## src/rtl/seg7_pkg.sv

```systemverilog
// seg7_pkg: shared state type, font table and helpers for the seven-segment display controller.
package seg7_pkg;
    typedef enum logic [1:0] {IDLE, SHIFT, COMMIT} state_t;
    localparam int NUM_DIGITS = 3;
    localparam logic [6:0] SEG_BLANK = 7'b1111111;
    // Active-low {g,f,e,d,c,b,a} glyphs for 0-F.
    localparam logic [6:0] SEG_FONT [16] = '{
        7'b1000000, 7'b1111001, 7'b0100100, 7'b0110000,
        7'b0011001, 7'b0010010, 7'b0000010, 7'b1111000,
        7'b0000000, 7'b0010000, 7'b0001000, 7'b0000011,
        7'b1000110, 7'b0100001, 7'b0000110, 7'b0001110
    };

    function automatic logic [3:0] add3(input logic [3:0] n);
        return (n >= 4'd5) ? n + 4'd3 : n;
    endfunction
endpackage

```

## src/rtl/hex_to_seg7.sv

```systemverilog
// hex_to_seg7: nibble to active-low segment pattern, with a blanking override.
module hex_to_seg7 import seg7_pkg::*; (
    input  logic [3:0] i_nibble,
    input  logic       i_blank,
    output logic [6:0] o_seg
);
    always_comb o_seg = i_blank ? SEG_BLANK : SEG_FONT[i_nibble];
endmodule

```

## src/rtl/seg7_display_ctrl.sv

```systemverilog
// seg7_display_ctrl: captures a stored byte and shows it on a 3-digit multiplexed
// common-anode display as hex or as blank-suppressed unsigned decimal.
module seg7_display_ctrl import seg7_pkg::*; #(
    parameter int REFRESH_DIV = 50000
) (
    input  logic                  clk,
    input  logic                  reset,
    input  logic                  load,
    input  logic [7:0]            value,
    input  logic                  dec_mode,
    output logic                  busy,
    output logic [6:0]            seg,
    output logic [NUM_DIGITS-1:0] an
);
    localparam int CW = $clog2(REFRESH_DIV);

    state_t                      r_state;
    logic [7:0]                  r_bin;
    logic [11:0]                 r_bcd;
    logic [2:0]                  r_shift;
    logic                        r_cap_dec;
    logic                        r_pend;
    logic [7:0]                  r_pend_val;
    logic                        r_pend_dec;
    logic [NUM_DIGITS-1:0][3:0]  r_digits;
    logic                        r_disp_dec;
    logic                        r_busy;
    logic [CW-1:0]               r_cnt;
    logic [1:0]                  r_idx;
    logic [6:0]                  r_seg;
    logic [NUM_DIGITS-1:0]       r_an;

    logic                        w_start;
    logic                        w_take_in;
    logic [7:0]                  w_val;
    logic                        w_dec;
    logic [11:0]                 w_adj;
    logic [3:0]                  w_nib;
    logic                        w_blank;
    logic [6:0]                  w_seg;
    logic                        w_wrap;

    // A job starts from the input in IDLE, otherwise from the pending slot (IDLE or COMMIT).
    always_comb begin
        w_take_in = (r_state == IDLE) && load;
        w_start   = w_take_in || (r_state != SHIFT && r_pend);
        w_val     = w_take_in ? value : r_pend_val;
        w_dec     = w_take_in ? dec_mode : r_pend_dec;
        w_adj     = {add3(r_bcd[11:8]), add3(r_bcd[7:4]), add3(r_bcd[3:0])};
        w_wrap    = r_cnt == CW'(REFRESH_DIV - 1);
        w_nib     = (r_idx == 2'd2) ? r_digits[2] : (r_idx == 2'd1) ? r_digits[1] : r_digits[0];
        w_blank   = r_disp_dec && ((r_idx == 2'd2) ? r_digits[2] == 4'd0 :
                    (r_idx == 2'd1) ? (r_digits[2] == 4'd0 && r_digits[1] == 4'd0) : 1'b0);
    end

    hex_to_seg7 u_font (
        .i_nibble (w_nib),
        .i_blank  (w_blank),
        .o_seg    (w_seg)
    );

    always_ff @(posedge clk) begin
        if (!reset) begin
            r_state    <= IDLE;
            r_bin      <= '0;
            r_bcd      <= '0;
            r_shift    <= '0;
            r_cap_dec  <= 1'b0;
            r_pend     <= 1'b0;
            r_pend_val <= '0;
            r_pend_dec <= 1'b0;
            r_digits   <= '0;
            r_disp_dec <= 1'b0;
            r_busy     <= 1'b0;
        end else begin
            r_busy <= w_start || r_state != IDLE;
            if (load && r_state != IDLE) begin
                r_pend     <= 1'b1;
                r_pend_val <= value;
                r_pend_dec <= dec_mode;
            end else if (w_start) begin
                r_pend <= 1'b0;
            end
            if (r_state == SHIFT) begin
                {r_bcd, r_bin} <= {w_adj, r_bin} << 1;
                r_shift        <= r_shift + 3'd1;
                if (r_shift == 3'd7) r_state <= COMMIT;
            end else begin
                if (r_state == COMMIT) begin
                    r_digits   <= r_cap_dec ? r_bcd : {4'd0, r_bin};
                    r_disp_dec <= r_cap_dec;
                end
                if (w_start) begin
                    r_bin     <= w_val;
                    r_cap_dec <= w_dec;
                    r_bcd     <= '0;
                    r_shift   <= '0;
                    r_state   <= w_dec ? SHIFT : COMMIT;
                end else begin
                    r_state <= IDLE;
                end
            end
        end
    end

    // seg and an come from the same edge so the anode never shows a stale glyph.
    always_ff @(posedge clk) begin
        if (!reset) begin
            r_cnt <= '0;
            r_idx <= 2'd0;
            r_an  <= '1;
            r_seg <= SEG_BLANK;
        end else begin
            r_cnt <= w_wrap ? '0 : r_cnt + CW'(1);
            if (w_wrap) r_idx <= (r_idx == 2'd2) ? 2'd0 : r_idx + 2'd1;
            r_an  <= ~(3'b001 << r_idx);
            r_seg <= w_seg;
        end
    end

    assign busy = r_busy;
    assign seg  = r_seg;
    assign an   = r_an;
endmodule
```

## config.mk

```make
export PLATFORM = sky130hd
export DESIGN_NAME = seg7_display_ctrl
export DESIGN_NICKNAME = d
export VERILOG_FILES = /design/src/rtl/seg7_pkg.sv /design/src/rtl/hex_to_seg7.sv /design/src/rtl/seg7_display_ctrl.sv
export SDC_FILE = /design/constraint.sdc
export NUM_CORES = 1
export LEC_CHECK = 0
export ABC_AREA = 1
export CAP_MARGIN = 20
export CORE_ASPECT_RATIO = 0.9
export CORE_MARGIN = 2
export CORE_UTILIZATION = 55
export DETAILED_ROUTE_END_ITERATION = 12
export GPL_TIMING_DRIVEN = 0
export MAX_ROUTING_LAYER = met4
export PLACE_DENSITY_LB_ADDON = 0.3
export SETUP_SLACK_MARGIN = 0.4
export SLEW_MARGIN = 20
export SYNTH_ARGS = -nofsm -noshare
export SYNTH_HDL_FRONTEND = slang
export SYNTH_SLANG_ARGS = --single-unit
```

## constraint.sdc

```tcl
create_clock -name clk -period 2.5 [get_ports clk]
set_input_delay 0.25 -clock clk [delete_from_list [all_inputs] [get_ports clk]]
set_output_delay 0.25 -clock clk [all_outputs]
set_load 0.01 [all_outputs]
```

[Yosys cells after proc, flatten, opt, wreduce, memory -nomap -nowiden]
Memory sizes are Yosys's and may differ from the RTL's. A register that Yosys moved wholly into a read port is not among the register bits.
Index checks and enable logic that the tools add are counted.
Widths: inputs -> output; s select.
Cells by class
  add/sub/neg operators: 6
  multipliers: 0
  div/mod/pow operators: 0
  order comparisons: 3
  equal/unequal tests: 8
  shifts and indexed selects: 1
  mux-type cells: 23
  bitwise operators: 4
  reduce and logical (&&, ||, !) cells: 18
Operators with widths (count)
  $mux 12: 3
  $mux 8: 3
  $add 16x1->16 const B: 1
  $eq 16x16->1 const B: 1
  $mux 4: 4
  $ge 4x3->1 const B: 3
  $mux 2: 5
  $mux 3: 3
  $add 4x2->4 const B: 2
  $logic_not 4->1: 2
  $reduce_bool 2->1: 3
  $reduce_or 2->1: 3
  $logic_and 1x1->1: 5
  $mux 1: 5
  $not 4->5: 1
  $eq 2x1->1 const B: 2
  $eq 2x2->1 const B: 2
  $ne 2x1->1 const B: 2
  $reduce_and 2->1: 2
  $add 3x1->3 const B: 1
  $add 3x2->3 const B: 1
  $eq 3x3->1 const B: 1
  $not 3->3: 1
  $shl 1x2->3 const A: 1
  other kinds (4): 6
Word-level totals
  register bits after elaboration: 71
  bits in latches: 0
  RAM bits: 0
  bits in read-only memories: 112
  input bits: 12
  output and inout port bits: 11
  memories kept: 1
Memories
  (name not given): depth 16, width 7, rd ports 1, clocked after memory_dff 1, write ports 0, line hex_to_seg7.sv:7  | always_comb o_seg = i_blank ? SEG_BLANK : SEG_FONT[i_nibble];

[Longest topological paths before layout]
Gate-level depths: netlist of the first run.
  depth after elaboration: 6
  depth in mapped cells: 11

[Cells and area by module]
Synthesis of the first run repeated with hierarchy kept, for this count alone.
Unflattened totals
  cells, all modules: 570
  area total of the unflattened synthesis: 3965.1 sq um
Modules (own cells, without submodules)
  seg7_display_ctrl: instances 1, cells an instance 519, area an instance 3671.0 sq um, seq. area each 1561.5 sq um
  hex_to_seg7: instances 1, cells an instance 51, area an instance 294.0 sq um, seq. area each 0.0 sq um

[Worst setup path before layout of the first run]
Ideal clock, no wire load.
  path type: reg2reg
  start point: reg r_idx[0]
  end point: reg r_seg[5] (netlist: seg[5])
  arrival: 1488 ps
  required time: 2386 ps
  slack: 897 ps
  cell stages (with the launch flop): 12
  clock period less this slack: 1603 ps
  cells stage by stage: dfxtp_1 > inv_1 > nand2_1 > nand2_1 > nor2_1 > nor2_1 > inv_1 > ha_1 > nand2_2 > o21ai_0 > nand2_1 > nand2_1
Between the ends
  word-level cells in the longest chain between the ends: 5
  elaborated cells on any way between the ends: 9
Ends and longest elaborated chain
  from (decl): line seg7_display_ctrl.sv:29  | logic [1:0] r_idx;
  from (signal assigned): line seg7_display_ctrl.sv:115  | if (w_wrap) r_idx <= (r_idx == 2'd2) ? 2'd0 : r_idx + 2'd1;
  $eq 2x1->1: line seg7_display_ctrl.sv:51, seg7_display_ctrl.sv:53
  $mux 1: line seg7_display_ctrl.sv:53  | (r_idx == 2'd1) ? (r_digits[2] == 4'd0 && r_digits[1] == 4'd0) : 1'b0);
  $mux 1: line seg7_display_ctrl.sv:52  | w_blank = r_disp_dec && ((r_idx == 2'd2) ? r_digits[2] == 4'd0 :
  $logic_and 1x1->1: line seg7_display_ctrl.sv:52
  $reduce_or 2->1 (no source line)
  to (decl): line seg7_display_ctrl.sv:30  | logic [6:0] r_seg;
Several ways; a longest one is shown, not always the timed one.
A chain may end at the register's enable or synchronous reset.

[Worst setup path in the final report of the first run]
  start point: reg r_idx[0]
  end point: reg r_seg[1] (netlist: seg[1])
The elaborated chain is that of the path after synthesis.

==> results of run 1 <==
[cell type report]
cell class	instances	area, um^2
Buffer	15	102.6
Fill cell	635	2494
Tap cell	93	116.4
Clock buffer	9	123.9
Timing Repair Buffer	21	210.2
Sequential cell	78	1562
Clock inverter	7	98.84
Inverter	73	276.5
Multi-Input combinational cell	389	1947
[cells in the mapped netlist, types with 4 or more instances]
cell type,count
nand4_1,10
clkbuf_1,5
nor2_1,46
ha_1,15
nand3_1,38
nand2_1,149
dfxtp_1,78
xor2_1,6
nor3_1,8
o21ai_0,28
buf_2,4
a21oi_1,61
o211ai_1,4
buf_6,5
inv_1,68
[registers in the layout, indices dropped and copies added, names as in the netlist]
name,flops
r_pend_dec,1
r_pend,1
r_idx,2
seg,7
r_shift,3
r_disp_dec,1
r_state,2
r_bin,8
an,3
r_cnt,16
r_pend_val,8
r_bcd,12
busy,1
r_cap_dec,1
r_digits,12
[per-layer routing]
| layer | vias to the layer above | track usage [%] |
|---|---|---|
| li1 | 1839 | - |
| met2 | 63 | 37.29 |
| met4 | 0 | 6.513 |
| met1 | 1575 | 27.04 |
| met5 | - | - |
| met3 | 18 | 6.504 |
[kinds of logic after synthesis]
family | count (synthesis)
and+or+nand+nor | 270
AOI/OAI and AO/OA | 97
buffers and inverters | 88
DFF | 78
adders and majority gates | 15
xor gates and xnor gates | 7
[worst paths after layout]
path,depth (start not counted),slack (ps),endpoint
hold / removal,3,180,r_state[1]
setup / recovery,10,700,seg[1]
setup reg to reg,10,700,seg[1]
hold reg to reg,1,450,r_cnt[0]
[tightest hold or removal path: cells and delay by family]
family / cells / cell delay (ps)
AO/OA/AOI/OAI: 1 / 40
buffers and inverters: 1 / 120
AND/OR/NAND/NOR: 1 / 80
[repair_timing]
action | CTS | global route
hold buffers | 0 | 0
setup endpoints to repair | 0 | 1
gates resized for setup | 0 | 1
setup buffers | 0 | 0
[power groups by stage]
stage          Clock (W)  Sequential [W]  Combinational (W)
6_report         0.00105         0.00139           0.000514
5_1_grt          0.00112         0.00140           0.000583
4_1_cts          0.00107         0.00138           0.000515
3_5_place_dp           0         0.00141           0.000512
3_3_place_gp           0         0.00141           0.000504
2_1_floorplan          0         0.00141           0.000355
[through the flow]
stage / utilization (%) / area (um^2) / setup slack, ps / hold slack, ps
after detailed placement: 60.77 / 4212 / 653.5 / 436.8
after floorplan: - / 3885 / 897.2 / 393.3
final: 64.02 / 4437 / 702.8 / 176.4
after global routing: 64.02 / 4437 / 519.4 / 177.3
after global placement: 60.77 / 4212 / 709.5 / 430.3
after CTS: 63.98 / 4434 / 623.9 / 163.1
==> results.yml, run 1 <==
global_route:
  grt_pass1_vias: 3202
  grt_pass1_wl_um: 13730
  grt_max_degree: 15
  overflow: 0
  grt_usage_pct: 22.65
  antenna_found_initial: 0
power_and_ir_drop:
  combPwrFrac_pct: 17.4
  intPower_w: 0.002097
  seq_power_share_pct: 47.0
  netSwitchingPower_w: 0.0008527
  clockPowerShare_pct: 35.6
  ir_drop_v: 0.0006400
  sw_frac_of_total_pct: 28.91
  finalPower_w: 0.002950
  p_leak_nw: 1.841
  power_density_nw_per_um2: 664.8
placed_design:
  dp_cells: 669
  dp_hpwl_um: 5866
  io_buffers: 21
  routabilityCongestion: 0.8962
detailed_routing:
  routed_via_density: 5.102
  wl_met3_um: 356
  drc_errors: 0
  ant_nets: 0
  routedWlPerCell_um: 11.69
  drt_first_pass_iters: 4
  wl_met1_um: 3744
  met2_length_um: 3795
  routed.top_layer: "met4"
  drtIter0Drc: 118
  routed_wirelength_um: 8008
  vias: 3495
setup_path:
  critPathMaxFanout: 6
  path_delay_family: "simple AND/OR/NAND/NOR gates"
  reg2reg_from: "r_idx[0]"
  start_kind: "flop"
  cp.required_ps: 2760
  path_class: "reg -> reg"
  cp_num_buf_inv: 2
  cp_data_arrival_time_ps: 2050
  cp_slowest_cell: "dfxtp_1"
  crit_top_cell: "nand2_1"
  end_kind: "flop"
  critical_path.startpoint: "r_idx[0]"
  crit_chain: "inv_1 -> nand2_1 -> nand2_1 -> inv_1 -> a21oi_1 -> ha_1 -> nand2_1 -> nor2_1 -> nor2_1 -> nand2_1"
  cp_slowest_stage_delay_ps: 370
timing:
  max_freq_mhz: 556.4
  worst_slew_pin_slew_ps: 529.7
  drv_slew: 0
  fin_crit_ps: 1797
  timing.setup.tns_ps: 0
  rsz0062_at_grt: "false"
  hold_viol_final: 0
  setup_violations: 0
  skew_ps: 7.557
  period_share_pct: 71.89
  slew_headroom_pct: 64.69
synthesis:
  yosysTopAreaCell: "dfxtp_1"
  synth-compound-area-share_pct: 12.91
  yosysSeqAreaShare_pct: 40.19
  synth_ff_type: "dfxtp_1"
  ys_seq_elements: 78
  synth_area_um2: 3885
  yosys.area_share.simple_pct: 30.72
  syn-instance-count: 555
  yosys-top-cells-area: "dfxtp_1, nand2_1, a21oi_1"
  synth_top_area_share_pct: 40.19
  yosysWarnings: 0
  synthMuxAreaShare_pct: 0
  synth-async-reset-ratio_pct: 0
  avgSynthCellArea_um2: 7.000
  synth_adder_area_share_pct: 4.831
  synth_top_family_by_area: "simple AND/OR/NAND/NOR gates"
  syn-num-nets: 582
  synth_edf_count: 0
  ys_types: 33
  synthXorXnorAreaFrac_pct: 1.578
clocking:
  cts-buffers-inserted: 9
  max-clock-path-buffers: 2
  clock-sinks: 78
  path_clk_slew_ps: 80
  tritoncts: "built"
  htreeDepth: 3
  clock_latency_ps: 360
  cts-root-buf: "clkbuf_8"
layout:
  stdcell_count: 685
  drive_above_1_share_pct: 8.108
  num-nets-final: 614
  num_antenna_cells: 0
  most-common-layout-cells: "nand2_1, dfxtp_1, inv_1"
  final_common_cell: "nand2_1"
  syn2layout_area_growth_pct: 14.20
floorplan:
  fp-row-count: 29
  die_w_um: 92.59
  dieHeight_um: 83.73
  coreArea_um2: 6930
  initial_core_util_pct: 56.06
  pin_count: 23
  die_area_um2: 7753
status:
  run_status: "finished, final reports clean"
job:
  maxCapViolCount: 0
hold_path:
  hold_class: "in -> reg"
  hp-start: "reset"
Note: power is estimated with default switching activity, not from simulation.
==> run 2: changes to the inputs <==
clock period = 1.8 ns   (was 2.5 ns; I/O delays follow)
==> run 2 against run 1 <==
  * Via count grew 9.8%
  * Clock-buffer cell count grew 2
  * Combinational power grew 72%
  * Cell area grew 11%
  * Worst setup slack lost 480 ps
  * Utilization grew 7.2 points
  * Worst hold slack lost 70 ps
  * Largest cell class unchanged
  * Clock power grew 12%
  * Global-route usage grew 3.6 points
  * Critical path depth grew 2
  * Critical path type unchanged
==> results.yml, run 2 (same netlist as run 1, synthesis figures left out) <==
status:
  run_status: "finished, final reports clean"
global_route:
  grt_pass1_vias: 3564
  grt_pass1_wl_um: 15860
  grt_usage_pct: 26.29
  overflow: 0
  antenna_found_initial: 0
  grt_max_degree: 13
setup_path:
  crit_top_cell: "nand2_2"
  crit_chain: "inv_4 -> nor2_4 -> nand2_2 -> nand2_2 -> nor2_4 -> buf_12 -> ha_4 -> inv_2 -> nand2_2 -> nand2_2 -> nand2_1 -> nand3_1"
  path_delay_family: "simple AND/OR/NAND/NOR gates"
  critPathMaxFanout: 5
  path_class: "reg -> reg"
  cp_slowest_stage_delay_ps: 410
  start_kind: "flop"
  cp_num_buf_inv: 3
  cp_slowest_cell: "dfxtp_4"
  cp_data_arrival_time_ps: 1820
  end_kind: "flop"
  cp.required_ps: 2040
detailed_routing:
  drtIter0Drc: 248
  routed_via_density: 5.436
  routed_wirelength_um: 9921
  drc_errors: 0
  drt_first_pass_iters: 6
  ant_nets: 0
  vias: 3838
  routedWlPerCell_um: 14.05
layout:
  num_antenna_cells: 0
  most-common-layout-cells: "nand2_1, dfxtp_1, inv_1"
  final_common_cell: "nand2_1"
  drive_above_1_share_pct: 22.02
  largest_reg_flops: 16
  syn2layout_area_growth_pct: 26.99
  regMostFlops: "r_cnt"
  largest_registers: "r_cnt x16, r_bcd x12, r_digits x12"
  num-nets-final: 636
  fin_util_pct: 71.19
timing:
  setup_violations: 0
  rsz0062_at_grt: "true"
  worst_slew_pin_slew_ps: 528.4
  period_share_pct: 87.83
  timing.setup.tns_ps: 0
  skew_ps: 10.37
  slew_headroom_pct: 64.77
  fin_crit_ps: 1581
  max_freq_mhz: 632.5
  hold_viol_final: 0
  whs_ps: 106.1
  drv_slew: 0
  timing.final.ws_setup_ps: 219.1
clocking:
  tritoncts: "built"
  cts-root-buf: "clkbuf_8"
  max-clock-path-buffers: 2
  htreeDepth: 3
  cts_hold_buf: 0
  cts-buffers-inserted: 9
  clock-sinks: 78
  clock_latency_ps: 350
  path_clk_slew_ps: 80
placed_design:
  routabilityCongestion: 0.8554
  pre_cts_ws_ps: 173.4
  dp_hpwl_um: 6426
  io_buffers: 21
hold_path:
  hold_class: "in -> reg"
floorplan:
  fp-row-count: 29
  coreArea_um2: 6930
  dieHeight_um: 83.73
  die_area_um2: 7753
  pin_count: 23
  initial_core_util_pct: 56.06
  die_w_um: 92.59
power_and_ir_drop:
  p_leak_nw: 2.097
  power_density_nw_per_um2: 809.9
  ir_drop_v: 0.0005578
job:
  maxCapViolCount: 0
==> run 2: cell types whose count changed in the layout (fill, tap and decap cells not counted), sizes merged, moves of 2 or more <==
cell	before	now
dlymetal6s2s	0	11
clkbuf	14	16
bufinv	2	0
buf	10	32
clkdlybuf4s50	21	10
clkinvlp	4	2
==> run 2: worst register-to-register path, cell delays in order (launching register included) <==
cell	delay (ps)
dfxtp_4	410
inv_4	60
nor2_4	150
nand2_2	70
nand2_2	70
nor2_4	50
buf_12	130
ha_4	260
inv_2	30
nand2_2	60
nand2_2	50
nand2_1	60
nand3_1	60
==> run 2: cell type report <==
class / instances / area, um^2
plain buffers: 15 / 102.6
clock buffers: 11 / 151.4
flip-flops and latches: 78 / 1588
multi-input cells: 389 / 2230
inverters: 73 / 292.8
clock inverters: 4 / 22.52
well taps: 93 / 116.4
repair buffers: 43 / 430.4
fillers: 543 / 1997
==> run 2: timing repair <==
action                     in CTS  in global routing
cloned                          1                  0
resized for setup              34                 70
setup endpoints to repair      25                 70
pin swaps                       6                 20
buffers inserted               14                  7
==> run 2: worst paths after layout <==
| check | from | to | slack [ps] | cells after the start |
|---|---|---|---|---|
| max | r_idx[0] | seg[3] | 220 | 12 |
| min | reset | r_digits[7] | 110 | 3 |
| max reg2reg | r_idx[0] | seg[3] | 220 | 12 |
| min reg2reg | r_cnt[0] | r_cnt[0] | 440 | 1 |
==> run 2: power by group <==
part / internal [W] / leakage [nW] / switching [W]
Combinational: 0.000360 / 1.36 / 0.000525
Clock: 0.000561 / 0.0910 / 0.000621
Sequential: 0.00185 / 0.643 / 0.0000815
Total: 0.00277 / 2.10 / 0.00123
==> run 2: stage by stage <==
stage | total power [W] | cell area, um^2 | cells
after floorplan | 0.002456 | 3904 | 555
after global routing | 0.004201 | 4933 | 706
after CTS | 0.003901 | 4653 | 699
after detailed placement | 0.002689 | 4230 | 669
final | 0.003996 | 4933 | 706
after global placement | 0.002670 | 4230 | 669
==> run 2: layer usage <==
metal / global-route usage, % / wire length [um] / vias up
li1: - / - / 1891
met1: 32.36 / 4314 / 1793
met2: 42.67 / 4814 / 135
met3: 5.962 / 625 / 19
met4: 8.955 / 165 / 0
met5: - / 0 / -
